==> config.mk <==
export PLATFORM = sky130hd
export DESIGN_NAME = countdown_timer
export DESIGN_NICKNAME = d
export VERILOG_FILES = /design/src/rtl/countdown_timer.sv
export SDC_FILE = /design/constraint.sdc
export NUM_CORES = 1
export LEC_CHECK = 0
export ABC_AREA = 0
export CAP_MARGIN = 20
export CORE_AREA = 2 2 66 68
export CTS_CLUSTER_DIAMETER = 50
export CTS_CLUSTER_SIZE = 14
export DETAILED_ROUTE_END_ITERATION = 6
export DIE_AREA = 0 0 68 70
export PLACE_DENSITY = 0.77
export SLEW_MARGIN = 20
export SYNTH_ARGS = -nofsm -noshare
export SYNTH_HDL_FRONTEND = slang
export SYNTH_SLANG_ARGS = --single-unit
export TNS_END_PERCENT = 1
==> constraint.sdc <==
create_clock -name clk -period 3.05 [get_ports clk]
set_input_delay 0.4575 -clock clk [delete_from_list [all_inputs] [get_ports clk]]
set_output_delay 0.4575 -clock clk [all_outputs]
set_load 0.02 [all_outputs]
==> src/rtl/countdown_timer.sv <==
// countdown_timer: prescaled 5-bit countdown with pause, abort, restart and a one-cycle expiry pulse.
// Define CD_AUTORELOAD_EN for periodic mode (reload from the start value on expiry, stay in RUN).
module countdown_timer #(
   parameter int CLK_HZ  = 100_000_000,
   parameter int TICK_HZ = 1
) (
   input  logic       clk,
   input  logic       rst,
   input  logic       start,
   input  logic [4:0] load_val,
   input  logic       pause,
   input  logic       abort,
   output logic [4:0] CD,
   output logic       running,
   output logic       expired,
   output logic [1:0] state
);
   localparam int DIV = CLK_HZ / TICK_HZ;
   localparam int PW = $clog2(DIV);
   localparam logic [PW-1:0] PMAX = PW'(DIV - 1);
   typedef enum logic [1:0] {IDLE = 2'd0, RUN = 2'd1, PAUSED = 2'd2, DONE = 2'd3} state_t;
   state_t st, st_n;
   logic [PW-1:0] presc, presc_n;
   logic [4:0] cd_n, reload_reg, reload_n;
   logic exp_n, cnt, tick;
   // The resume edge out of PAUSED counts like RUN, so a pause stretches the run by exactly its length.
   assign cnt = (st == RUN || st == PAUSED) && !pause;
   assign tick = cnt && presc == PMAX;
   assign state = st;
   always_comb begin
      st_n = st;
      cd_n = CD;
      presc_n = presc;
      reload_n = reload_reg;
      exp_n = 1'b0;
      if (abort) begin
         st_n = IDLE;
         cd_n = '0;
         presc_n = '0;
      end else if (start) begin
         reload_n = load_val;
         cd_n = load_val;
         presc_n = '0;
         st_n = (load_val != 5'd0) ? RUN : DONE;
         exp_n = load_val == 5'd0;
      end else if (pause) begin
         st_n = (st == RUN) ? PAUSED : st;
      end else if (tick) begin
         presc_n = '0;
         st_n = RUN;
         if (CD > 5'd1) begin
            cd_n = CD - 5'd1;
         end else begin
            exp_n = 1'b1;
`ifdef CD_AUTORELOAD_EN
            cd_n = reload_reg;
`else
            cd_n = '0;
            st_n = DONE;
`endif
         end
      end else if (cnt) begin
         st_n = RUN;
         presc_n = presc + 1'b1;
      end
   end
   always_ff @(posedge clk or posedge rst) begin
      if (rst) begin
         st <= IDLE;
         CD <= '0;
         presc <= '0;
         reload_reg <= '0;
         running <= 1'b0;
         expired <= 1'b0;
      end else begin
         st <= st_n;
         CD <= cd_n;
         presc <= presc_n;
         reload_reg <= reload_n;
         running <= st_n == RUN;
         expired <= exp_n;
      end
   end
endmodule

[After elaboration in Yosys (flattened, before gate mapping)]
Index checks and enable logic that the tools add are counted.
Operators by class
  $add $sub $neg: 2
  multipliers: 0
  div/mod/pow operators: 0
  order comparisons: 1
  equality and inequality tests: 5
  shift operators: 0
  multiplexer cells: 23
  bitwise operators: 0
  reduce and logical (&&, ||, !) cells: 10
Operator list (number)
  27-bit two-way mux: 5
  27-bit by 1-bit adder with 27-bit output (second input constant): 1
  27-bit equality test (second input constant): 1
  5-bit two-way mux: 5
  2-bit two-way mux: 8
  5-bit by 1-bit greater-than comparator with 1-bit output (second input constant): 1
  5-bit zero test: 1
  1-bit two-way mux: 5
  5-bit nonzero test: 1
  5-bit by 1-bit subtractor with 5-bit output (second input constant): 1
  2-bit by 1-bit equality test with 1-bit output (second input constant): 2
  2-bit AND reduction: 2
  4-bit nonzero test: 1
  3-bit by 2-bit inequality test with 1-bit output (second input constant): 1
  3-bit nonzero test: 1
  2-bit equality test (second input constant): 1
  1-bit logical AND: 2
  1-bit zero test: 1
  1-bit logical OR: 1
Storage, ports and cells
  flip-flop bits (word level): 36
  latch bits: 0
  RAM bits: 0
  memory bits (read-only): 0
  input port bits: 10
  output and inout port bits: 9
  word-level logic and storage cells: 46
  memories kept: 0

[Depth between registers and ports, before layout]
  word-level depth: 9
  mapped depth: 8
  gate-level depth less buffers: 6

[Worst setup path before layout]
Ideal clock, no wire load.
  path type: flip-flop to flip-flop
  from: reg st[0], in the netlist state[0]
  to: reg presc[21]
  setup time: 77 ps
  arrival: 2237 ps
  required time: 2973 ps
  setup slack: 735 ps
  cell stages (with the launch flop): 8
  buffers on the path: 1
  period minus slack after synthesis: 2315 ps
  path through: dfrtp_1 -> inv_1 -> ha_1 -> nor2b_1 -> clkbuf_1 -> o2111ai_1 -> or4b_2 -> a21oi_1
On the way
  longest elaborated chain between the ends: 8
  elaborated cells between the ends (all ways): 11
  classes of those cells: 2 x eq/ne; 4 x mux; 5 x reduce/logical
Ends and longest elaborated chain
  start: declaration: RTL line 22  | state_t st, st_n;
  start signal: assignment: RTL line 76  | st <= st_n;
  2-bit by 1-bit equality test with 1-bit output or 2-bit equality test (tied branches): RTL line 27  | assign cnt = (st == RUN || st == PAUSED) && !pause;
  1-bit logical OR (*): RTL line 27
  1-bit logical AND (*): RTL line 27
  1-bit logical AND: RTL line 28  | assign tick = cnt && presc == PMAX;
  27-bit two-way mux: RTL line 48  | end else if (tick) begin
  27-bit two-way mux: RTL line 46  | end else if (pause) begin
  27-bit two-way mux: RTL line 40  | end else if (start) begin
  27-bit two-way mux: RTL line 36  | if (abort) begin
  end signal: assignment: RTL line 78  | presc <= presc_n;
  end: declaration: RTL line 23  | logic [PW-1:0] presc, presc_n;
Every way passes the cells marked *; elsewhere a longest branch is shown, timed or not. The select of a mux whose other input is x is not followed.
A chain may end at the register's enable or synchronous reset.

[Worst setup path after layout]
  from: reg presc[0]
  to: reg presc[13]
On the way
  longest elaborated chain between the ends: 6
  elaborated cells between the ends (all ways): 10
  classes of those cells: 1 x add/sub; 1 x eq/ne; 5 x mux; 3 x reduce/logical
Ends and longest elaborated chain (RTL line)
  27-bit by 1-bit adder with 27-bit output or 27-bit equality test (tied branches): 64, 28
  27-bit two-way mux or 1-bit logical AND (tied branches): 62, 28
  27-bit two-way mux: 48
  27-bit two-way mux: 46
  27-bit two-way mux: 40
  27-bit two-way mux: 36
Parallel ways exist; a longest one is shown, timed or not. The select of a mux whose other input is x is not followed.

==> metrics <==
Lkg Pwr=between 0.9 and 1 nW; most frequent cells after synthesis=36 x dfrtp_1, 19 x a21oi_1, 14 x nand2_1; placed instance area=roughly 2400 µm²; critical path peak fanout=20; RSZ-0062 raised after global routing=no; DIE HEIGHT=70 µm; Crit. End Element=flop; core area=4140 µm²; crit path DAT=2.62 ns; WS Path Type=flop to flop; total iterations of the first detailed-routing run=4; # diodes=0; Synth area leaders=dfrtp_1 41%, a21oi_1 4.4%, or4_1 3.5%; Netlist Area Pre-Place=2170 µm²; Skew-Pair Late Insertion Delay=0.28 ns; final setup fails=0; status=finished clean; DR DRC count=0; vias in the first global route=between 1500 and 2000; Total Wirelength=4.92 mm; hpwl dp=3.48 mm; compound-cell area share of the yosys netlist=0.206; initial antenna violation count=0; synth warn=0; CTS buffer count=5; synth unique cells=50; Async SR Flop Fraction=1.00; hold violation total from the final report=0; Least-Margin Pin Slew=0.562 ns; TNS Setup=0 ns; IO buf count=18; Post-Synth Simple-Gate Area=0.265; Worst-path clk slew=about 0.070 ns; fin util=0.603; routed vias=~1900; fmax=408 MHz; Clock Path Buffers=2; total grt overflow=0; full die area=between 4000 and 5000 µm²; Max Cap Viol=0; I/O Pins=19; initial core utilization=0.524; DRT iter0 DRCs=145; DR WL/cell=~16 µm; # Post-CTS Setup Buffers=0; Max Clock Skew=0.00330 ns; HP Class=flop to flop; clk sinks=36; # resized after CTS=0; vias per cell=between 6 and 7; Pins Over Slew Limit=0; ratio of cells with drive above 1 in the final layout=0.0811; CTS H-tree depth=2; GP Congestion=0.946; Yosys top cell by area=dfrtp_1; final antenna-violating net count=0; post-synthesis adder-cell area fraction=0.0288; pre-CTS setup slack=approximately 0.47 ns; EDFF count, synth=0; post-route cell area=2500 µm²; first-pass GRT wire length=8.60 mm; Pwr Density=376 nW/µm²; Post-Synthesis Cells=238; CTS tree=yes; post-route setup slack=0.598 ns; main combinational cell family by area after synthesis=simple AND/OR/NAND/NOR gates; # rows=24; Layout Nets=274; Net Count, Synth=253; hold_ws=about 0.55 ns; share of the synthesized area in the top cell type=0.415; Tcrit/Tclk final=0.804; largest net degree at the start of global routing=37; Die W=around 70 µm; hold buffer count at cts=0; most common cell in the netlist=dfrtp_1; Worst Path Required=between 3 and 4 ns; peak supply drop=0.000202 V; Syn Area/Cell=slightly above 9 µm²; mux contribution to synthesized area=0.0138; All-Layer GR Usage=0.233; # fillers=367; CTS root buf=clkbuf_8; Worst setup SP type=flop; Area Growth Syn to Fin=15.0%; fin crit period=2.45 ns; predominant post-synthesis flop cell=dfrtp_1; sequential element share of the synthesized area=0.415; Yosys reg bits=36; Worst slew margin=0.624; xor and xnor area share after synthesis=0.0282
## worst max-delay path: stages, from the launching register on
cell and delay [ns]:
dfrtp_1 0.41, ha_1 0.27, or4b_1 0.45, or4_4 0.59, o21ai_1 0.25, buf_4 0.29, a21oi_1 0.07
## state kept, by name, summed over array words and instances, names as in the netlist
signal and flops:
presc 27, CD 5, running 1, state 2
expired 1
## kinds of logic after synthesis
kind of cell | after synthesis
mux | 3
fa+ha+maj | 5
flops | 36
buf+inv | 22
xor+xnor | 7
simple gates | 98
compound gates | 67
## metal layers
metal / GRT usage / share of wire / up-vias
met3: 0.0499 / 0.032 / 8
li1: - / - / 948
met5: 0 / 0 / -
met4: 0.0711 / 0.013 / 0
met1: 0.320 / 0.47 / 927
met2: 0.366 / 0.49 / 34
## cells in the final DEF, fill, tap and decap left out, types with 6 or more instances in the layout
| cell | count |
|---|---|
| a21oi_1 | 19 |
| or4_1 | 10 |
| clkdlybuf4s50_1 | 18 |
| nand4_1 | 7 |
| dfrtp_1 | 36 |
| o21ai_0 | 13 |
| nor2_1 | 13 |
| inv_1 | 9 |
| o31ai_1 | 7 |
| nand2_1 | 14 |
| or3_1 | 10 |
| o211ai_1 | 7 |
| nand3_1 | 11 |
| o2111ai_1 | 6 |
| buf_4 | 8 |
## through the flow
| step | power, mW | cells |
|---|---|---|
| 5_1_grt | 1.00 | 311 |
| 2_1_floorplan | 0.580 | 238 |
| 3_3_place_gp | 0.633 | 304 |
| 6_report | 0.941 | 311 |
| 4_1_cts | 0.957 | 311 |
| 3_5_place_dp | 0.634 | 304 |
## layout make-up
cell class              instances  area (µm²)  area share
repair buffers                 26         240      0.0961
well taps                      52        65.1      0.0260
inverters                      10        37.5      0.0150
multi-input cells             180        1180       0.471
clock inverters                 1        5.00     0.00200
flip-flops and latches         36         901       0.360
clock buffers                   6        72.6      0.0290
## worst paths after layout
kind / from / endpoint / slack, ns / depth (start not counted)
setup / recovery: presc[0] / presc[13] / 0.60 / 6
hold / removal: presc[5] / presc[5] / 0.55 / 2
setup reg to reg: presc[0] / presc[13] / 0.60 / 6
hold reg to reg: presc[5] / presc[5] / 0.55 / 2
max in group asynchronous: rst / presc[23] / 2.14 / 3
min in group asynchronous: rst / presc[3] / 0.58 / 3
## report_power, final
group	switching [mW]	internal, mW
clock	0.161	0.155
combinational	0.0740	0.0536
sequential	0.0111	0.486
total	0.247	0.695
No activity file was read; power rests on OpenSTA's default activity.
